**config.mk**
```make
export PLATFORM = sky130hd
export DESIGN_NAME = ram_arbiter
export DESIGN_NICKNAME = d
export VERILOG_FILES = /design/src/rtl/ram_arb_pkg.sv /design/src/rtl/rr_arb2.sv /design/src/rtl/ram_arbiter.sv
export SDC_FILE = /design/constraint.sdc
export NUM_CORES = 1
export LEC_CHECK = 0
export CORE_MARGIN = 5
export CORE_UTILIZATION = 37
export DETAILED_ROUTE_END_ITERATION = 16
export GPL_ROUTABILITY_DRIVEN = 1
export PLACE_DENSITY = 0.78
export SETUP_SLACK_MARGIN = 0.4
export SYNTH_ARGS = -nofsm -noshare
export SYNTH_HDL_FRONTEND = slang
export SYNTH_HIERARCHICAL = 1
export SYNTH_SLANG_ARGS = --single-unit
```
**constraint.sdc**
```tcl
create_clock -name clk -period 1.9 [get_ports clk]
set_clock_uncertainty 0.15 [all_clocks]
set_input_delay 0.285 -clock clk [delete_from_list [all_inputs] [get_ports clk]]
set_output_delay 0.285 -clock clk [all_outputs]
set_load 0.05 [all_outputs]
```
**src/rtl/ram_arb_pkg.sv**
```systemverilog
// Shared types and default widths for the two-port RAM arbiter.
package ram_arb_pkg;

    localparam int unsigned DEF_ADDR_W = 5;
    localparam int unsigned DEF_DATA_W = 8;

    typedef enum logic {
        IDLE   = 1'b0,
        ACCESS = 1'b1
    } state_t;

    typedef logic [0:0] port_idx_t;

endpackage

```
**src/rtl/rr_arb2.sv**
```systemverilog
// Combinational two-way round-robin picker; a tie goes to the port not granted last.
module rr_arb2
    import ram_arb_pkg::*;
(
    input  logic [1:0] eligible,
    input  port_idx_t  last_grant,
    output logic       grant_valid,
    output port_idx_t  grant_idx
);

    always_comb begin
        grant_valid = |eligible;
        grant_idx   = 1'b0;
        case (eligible)
            2'b01:   grant_idx = 1'b0;
            2'b10:   grant_idx = 1'b1;
            2'b11:   grant_idx = ~last_grant;
            default: grant_idx = 1'b0;
        endcase
    end

endmodule

```
**src/rtl/ram_arbiter.sv**
```systemverilog
// Shares a single-port RAM between two requesters: one-cycle ACCESS per grant,
// registered ack and read data per port, round-robin on contention.
module ram_arbiter
    import ram_arb_pkg::*;
#(
    parameter int unsigned ADDR_W = DEF_ADDR_W,
    parameter int unsigned DATA_W = DEF_DATA_W
) (
    input  logic              clk,
    input  logic              rst_n,
    input  logic              req0,
    input  logic              req1,
    input  logic              we0,
    input  logic              we1,
    input  logic [ADDR_W-1:0] addr0,
    input  logic [ADDR_W-1:0] addr1,
    input  logic [DATA_W-1:0] wdata0,
    input  logic [DATA_W-1:0] wdata1,
    output logic              ack0,
    output logic              ack1,
    output logic [DATA_W-1:0] rdata0,
    output logic [DATA_W-1:0] rdata1,
    output logic [ADDR_W-1:0] ram_addr,
    output logic [DATA_W-1:0] ram_data_in,
    output logic              ram_we,
    input  logic [DATA_W-1:0] ram_data_out,
    output logic              busy
);

    state_t            state_q;
    state_t            state_d;
    port_idx_t         last_grant_q;
    port_idx_t         grant_idx_q;
    port_idx_t         grant_idx;
    logic              grant_valid;
    logic              load;
    logic              ram_we_q;
    logic [1:0]        eligible;
    logic              we_sel;
    logic [ADDR_W-1:0] addr_sel;
    logic [DATA_W-1:0] wdata_sel;

    // A port acked this cycle is masked so a late-dropped req is not re-granted.
    assign eligible = {req1 & ~ack1, req0 & ~ack0};

    rr_arb2 u_rr_arb2 (
        .eligible    (eligible),
        .last_grant  (last_grant_q),
        .grant_valid (grant_valid),
        .grant_idx   (grant_idx)
    );

    // Next state and winner operand select.
    always_comb begin
        state_d   = state_q;
        load      = 1'b0;
        we_sel    = we0;
        addr_sel  = addr0;
        wdata_sel = wdata0;
        if (grant_idx == 1'b1) begin
            we_sel    = we1;
            addr_sel  = addr1;
            wdata_sel = wdata1;
        end
        case (state_q)
            IDLE: begin
                if (grant_valid) begin
                    state_d = ACCESS;
                    load    = 1'b1;
                end
            end
            ACCESS:  state_d = IDLE;
            default: state_d = IDLE;
        endcase
    end

    // RAM pin registers double as the operand latches; they are zero outside ACCESS.
    always_ff @(posedge clk) begin
        if (!rst_n) begin
            state_q      <= IDLE;
            last_grant_q <= 1'b1;
            grant_idx_q  <= 1'b0;
            ram_we_q     <= 1'b0;
            ram_addr     <= '0;
            ram_data_in  <= '0;
            busy         <= 1'b0;
            ack0         <= 1'b0;
            ack1         <= 1'b0;
            rdata0       <= '0;
            rdata1       <= '0;
        end else begin
            state_q     <= state_d;
            busy        <= (state_d == ACCESS);
            ram_we_q    <= load & we_sel;
            ram_addr    <= load ? addr_sel : '0;
            ram_data_in <= load ? wdata_sel : '0;
            if (load) begin
                grant_idx_q  <= grant_idx;
                last_grant_q <= grant_idx;
            end
            ack0 <= (state_q == ACCESS) && (grant_idx_q == 1'b0);
            ack1 <= (state_q == ACCESS) && (grant_idx_q == 1'b1);
            if (state_q == ACCESS && !ram_we_q) begin
                if (grant_idx_q == 1'b1) rdata1 <= ram_data_out;
                else                     rdata0 <= ram_data_out;
            end
        end
    end

    // No write may land on an edge where reset is asserted.
    assign ram_we = ram_we_q & rst_n;

endmodule

```
==> results.md, run 1 <==
- Worst IR Drop VDD: 473.0 uV
- Synth Area per Inst: 9.761 sq um
- Power Total: 1.597 mW
- Critical path class: input port to register
- Core area: 0.003337 sq mm
- CP arrival: 1530 ps
- Vias per cell: 4.530
- Post-DRT Antenna Nets: 0
- TritonCTS Buffers: 5
- HPWL Detailed: 2.449 mm
- Synth Warn #: 6
- Reg2Reg Setup Slack: 480 ps
- PD cells: 755.2 mW/mm^2
- Fin crit share: 76.65%
- Drt first pass iters: 3
- Crit path largest cell delay: 400 ps
- Leakage: 0.9280 nW
- Chip Height: 68.79 microns
- Clk network pwr share: 23.6%
- Post-Synthesis Cells: 131
- Initial Utilization: 38.32%
- Initial antenna violation count: 0
- Crit path cell chain: clkdlybuf4s50_1, nor2b_4, or2_1, and2b_1, nand2_1, buf_12, nor2_1
- Relative slew slack: 81.18%
- Vias in the first global route: 1,206
- Worst-margin pin slew: 283.7 ps
- Class of the worst hold path: input port to register
- Slowest cell on the critical path: clkdlybuf4s50_1
- CP Max Fanout: 15
- Setup crit start kind: input port
- #FFs+latches synth: 35
- Cell type with the largest total area after synthesis: dfxtp_1
- Clk_lat worst skew: 330 ps
- H-tree depth: 2
- TritonCTS Sinks: 35
- Worst path required time: 1970 ps
- CTS max path bufs: 2
- Hold Fails Final Rpt: 0
- Max Cap Viol: 0
- Status: complete, no violations
- Hold buffer count at cts: 0
- Die Wd: 68.79 microns
- Share of the synthesized area in the top cell type: 54.79%
- Max Clk Rate: 0.6866 GHz
- I/O pin count: 73
- Fill count: 281
- Crit. End Element: register
- Layout area overhead: 65.36%
- Max Transition Viols Final: 0
- Final WL: 3.156 mm
- CTS clk-pin slew, worst paths: 100 ps
- Initial DRC count: 44
- Setup-failing EPs final: 0
- Port Buf Inserts: 72
- Fin crit period: 1456 ps
- Layout cells sized above 1: 30.92%
- CTS tree: built
- Switching power: 0.4977 mW
- Vias: 1,146
- Commonest non-fill, non-tap cell in the layout: clkdlybuf4s50_1
- RSZ-0062 raised after global routing: no
- Drt drc: 0
- GR Overflow Total: 0
- P_int: 1.099 mW
- Clock Tree Root: clkbuf_4
- Largest net degree at the start of global routing: 28
- Final nets: 246
- Gate power share: 26.5%
- Mapped Area: 0.001279 sq mm
- Net Count, Synth: 171
- Post-route setup TNS: 0 ps
- First-pass GRT wire length: 5.085 mm
- Mean routed wirelength per cell: 12.47 microns
- Seq/Total Area, Yosys: 54.79%
- Top cells by area, synth: dfxtp_1 55%, mux2i_1 11%, nand3_1 5.9%
- Routability cong.: 0.7381
- Sequential share of power: 49.9%
- Total GRT Usage: 14.66%
- DIE AREA: 0.004731 sq mm
- Switching power share of the total: 31.17%
- Commonest cells after routing, fill and taps aside: 37 x clkdlybuf4s50_1, 32 x dfxtp_1, 26 x buf_4, 15 x nor2_1, 15 x nand3_1
- Diodes inserted: 0
- FP Rows: 21
- Distinct cell type count after synthesis: 23
==> synthesized netlist by cell type (all sizes together) <==
library cell,count
nand3,17
o21ai,16
and2,1
nand3b,1
and2b,1
mux2i,14
nor2b,2
buf,5
dfxtp,35
or2,1
inv,1
nor2,15
nand2,13
and3,1
clkbuf,4
or3b,1
nand2b,1
a21boi,2
==> path summary, 6_finish.rpt <==
path,start,endpoint,depth (start not counted)
setup / recovery,req0,ram_addr[1],7
hold / removal,rst_n,grant_idx_q,2
setup reg to reg,ack1,ram_addr[1],5
hold reg to reg,state_q,ack0,2
==> layer usage <==
layer  vias to the layer above  global-route usage (%)  wire [microns]  part of all wire [%]
met1                       490                   14.31            1222                    39
li1                        593                       -               -                     -
met5                         -                       0               0                     0
met2                        57                   25.86            1498                    47
met3                         6                   7.780             388                    12
met4                         0                   5.839              47                   1.5
==> flip-flops by register name, summed over array words and instances (netlist names) <==
| name | cells |
|---|---|
| ram_addr | 5 |
| rdata0 | 8 |
| grant_idx_q | 1 |
| state_q | 1 |
| ram_we_q | 1 |
| ack1 | 1 |
| ram_data_in | 8 |
| last_grant_q | 1 |
| ack0 | 1 |
| rdata1 | 8 |
==> logic make-up after synthesis <==
| group | after synthesis | synth area share (%) |
|---|---|---|
| multiplexers | 14 | 10.96 |
| AND/OR/NAND/NOR | 54 | 20.45 |
| flip-flops | 35 | 54.79 |
| AO/OA/AOI/OAI | 18 | 9.786 |
| buffers and inverters | 10 | 4.011 |
==> critical path, delay by kind of cell <==
family / cells / cell delay [ps]
buf+inv: 2 / 550
simple gates: 5 / 680
==> what timing repair did <==
| item | 4_1_cts | 5_1_grt |
|---|---|---|
| gates cloned | 0 | 1 |
| buffers inserted | 0 | 1 |
| setup endpoints to repair | 17 | 27 |
| gates resized for setup | 27 | 16 |
| pin swaps | 0 | 2 |
| endpoints found under the hold margin | 0 | 0 |
==> power by group through the flow <==
stage	clock [mW]	sequential (mW)	combinational [mW]
final	0.377	0.796	0.423
after detailed placement	0	0.812	0.418
after global routing	0.432	0.802	0.452
after global placement	0	0.809	0.411
after floorplan	0	0.935	0.122
after CTS	0.394	0.796	0.418
==> through the flow <==
stage	setup WS [ps]	hold WS, ps	utilization [%]	cells	cell area [sq um]
2_1_floorplan	411.5	278.3	-	131	1304
3_3_place_gp	105.4	298.3	60.67	243	2024
3_5_place_dp	56.54	307.0	60.67	243	2024
4_1_cts	388.7	234.4	62.58	251	2088
5_1_grt	397.8	235.5	63.37	253	2115
6_report	443.6	243.4	63.37	253	2115
==> final cells by class <==
| cell class | instances | area (sq um) | area share, % |
|---|---|---|---|
| Timing Repair Buffer | 77 | 730.7 | 34.56 |
| Multi-Input combinational cell | 86 | 558.0 | 26.39 |
| Clock inverter | 3 | 15.01 | 0.7101 |
| Tap cell | 46 | 57.56 | 2.722 |
| Inverter | 1 | 3.754 | 0.1775 |
| Clock buffer | 5 | 37.54 | 1.775 |
| Sequential cell | 35 | 711.9 | 33.67 |
(Power assumes the default switching activity.)
==> run 2: changes to the inputs <==
==> constraint.sdc (replaced) <==
create_clock -name clk -period 1.45 [get_ports clk]
set_clock_uncertainty 0.15 [all_clocks]
set_input_delay 0.2175 -clock clk [delete_from_list [all_inputs] [get_ports clk]]
set_output_delay 0.2175 -clock clk [all_outputs]
set_load 0.05 [all_outputs]
==> run 2 against run 1 <==
  * Sequential power up 34%
  * Critical endpoint is now ram_we_q
  * The run now ends with negative setup slack left
  * Power increased by 59%
  * Register-to-register slack got worse by 590 ps
  * Worst hold slack better by 67 ps
  * Core utilization grew 28 points
  * Critical path type unchanged
  * First-iteration DRC count up 100%
==> results.md, run 2 (synthesis results as in run 1) <==
- Gate power share: 35.5%
- TritonCTS Buffers: 5
- Final WL: 5.965 mm
- Leakage: 1.224 nW
- Drt drc: 0
- Total GRT Usage: 22.95%
- Initial DRC count: 89
- Reg2Reg Depth: 6
- FP Rows: 21
- Max Clk Rate: 0.6346 GHz
- TritonCTS Sinks: 35
- HPWL Detailed: 3.001 mm
- CTS max path bufs: 2
- CP Max Fanout: 7
- Fin crit period: 1576 ps
- Crit. End Element: register
- Fin crit share: 108.7%
- CTS clk-pin slew, worst paths: 110 ps
- Final setup margin: -125.7 ps
- Bufs and invs on worst path: 3
- Worst path required time: 1540 ps
- Hold Fails Final Rpt: 0
- Chip Height: 68.79 microns
- Max Transition Viols Final: 0
- Final Non-Filler Cells: 281
- Critical path class: input port to register
- Clock Tree Root: clkbuf_4
- Failing checks: negative setup slack
- Endpoint, Worst Hold: rdata0[6]
- Port Buf Inserts: 72
- Sequential share of power: 42.1%
- Routability cong.: 0.8029
- Initial antenna violation count: 0
- Inst Count DP: 247
- Clk_lat worst skew: 340 ps
- Utilization after layout: 91.38%
- Switching power share of the total: 32.08%
- Reg-to-Reg Start: ack1
- Clk network pwr share: 22.4%
- Crit-path leading delay family: buffers and inverters
- Layout cells sized above 1: 64.26%
- Setup-failing EPs final: 16
- Diodes inserted: 0
- Core area: 0.003337 sq mm
- Hold Slack: 310.2 ps
- Mean routed wirelength per cell: 21.23 microns
- Commonest non-fill, non-tap cell in the layout: clkdlybuf4s50_1
- RSZ-0062 raised after global routing: yes
- Max Cap Viol: 0
- CP arrival: 1660 ps
- Status: finished, violations left
- I/O pin count: 73
- Relative slew slack: 74.46%
- Worst-margin pin slew: 383.1 ps
- Switching power: 0.8157 mW
- Critical R2R Capture: ram_we_q
- Layout area overhead: 138.5%
- Hold_sp: ram_data_out[6]
- GR Overflow Total: 0
- DIE AREA: 0.004731 sq mm
- Crit path largest cell delay: 470 ps
- Commonest cells after routing, fill and taps aside: 37 x clkdlybuf4s50_1, 36 x buf_12, 23 x dfxtp_2, 19 x buf_4, 14 x nor2_1
- P_int: 1.727 mW
- Setup crit start kind: input port
- Slowest cell on the critical path: clkdlybuf4s50_1
- First-pass GRT wire length: 7.790 mm
- Reg2Reg Setup Slack: -110 ps
- CTS tree: built
- H-tree depth: 2
- Post-route setup TNS: -998.3 ps
- Crit path cell chain: clkdlybuf4s50_1, nor2b_4, a21boi_4, buf_12, buf_16, mux2i_1, nor2_1
- Crit path depth: 7
- PD cells: 833.8 mW/mm^2
- Drt first pass iters: 4
- Class of the worst hold path: input port to register
- Largest net degree at the start of global routing: 16
- Worst IR Drop VDD: 589.2 uV
- Vias in the first global route: 1,542
- Initial Utilization: 38.32%
- Final nets: 274
- Largest regs: ram_data_in x8, rdata0 x8, rdata1 x8
- Pre-CTS setup slack: -396.8 ps
- Hold Crit Depth: 3
- Hold buffer count at cts: 0
- Vias: 1,425
- Vias per cell: 5.071
- Die Wd: 68.79 microns
- Post-DRT Antenna Nets: 0
-- run 2: cell count changes in the layout (fill, tap and decap cells not counted), moves of 5 or more --
cell	previous run	this run
o21ai_0	8	0
mux2i_1	14	9
dfxtp_4	3	10
o21ai_1	0	6
buf_4	26	19
buf_6	0	8
buf_12	3	36
dfxtp_1	32	2
nand3_1	15	0
nand3_4	0	5
buf_2	5	0
dfxtp_2	0	23
nand3_2	2	12
-- run 2: per-stage QoR --
stage          power (mW)  instance area, sq um
3_5_place_dp        1.773                  2447
3_3_place_gp        1.752                  2447
2_1_floorplan       1.408                  1373
5_1_grt             2.638                  3049
4_1_cts             2.435                  2864
6_report            2.542                  3049
-- run 2: repair_timing --
item	4_1_cts	5_1_grt
endpoints found under the hold margin	0	0
gates cloned	4	0
setup buffers	14	8
endpoints found under the setup margin	66	68
pin swaps	21	15
gates resized for setup	64	29
-- run 2: worst max-delay path by stage --
stage | endpoint | start
2_1_floorplan | rdata0[5] | state_q
3_3_place_gp | ram_data_in[0] | req0
3_5_place_dp | ram_addr[4] | req0
4_1_cts | ram_data_in[3] | ack1
5_1_grt | ram_we_q | ack1
6_report | ram_we_q | req1
-- run 2: per-layer routing --
metal	part of all wire, %	vias to the layer above	global-route usage [%]	wire length, microns
met5	0	-	0	0
met4	2.5	0	9.002	150
met3	5.0	10	5.348	301
met2	56	55	43.27	3363
met1	36	709	24.33	2149
li1	-	651	-	-
-- run 2: worst reg2reg max path, delay by kind of cell, from the launching register on --
kind            cells  cell delay (ps)
simple gates        2              180
buf+inv             2              260
compound gates      1              270
flops               1              370
mux                 1              210
-- run 2: power by group through the flow --
stage	logic, mW	registers [mW]	clock network [mW]
6_report	0.903	1.07	0.570
5_1_grt	0.936	1.07	0.627
3_3_place_gp	0.670	1.08	0
4_1_cts	0.819	1.07	0.543
3_5_place_dp	0.687	1.09	0
2_1_floorplan	0.182	1.23	0
-- run 2: area by class of cell --
class	instances	area, sq um
Clock inverter	1	5.005
Timing Repair Buffer	104	1396
Clock buffer	7	55.05
Multi-Input combinational cell	87	764.5
Inverter	1	3.754
Sequential cell	35	767.0
Fill cell	126	287.8
Tap cell	46	57.56
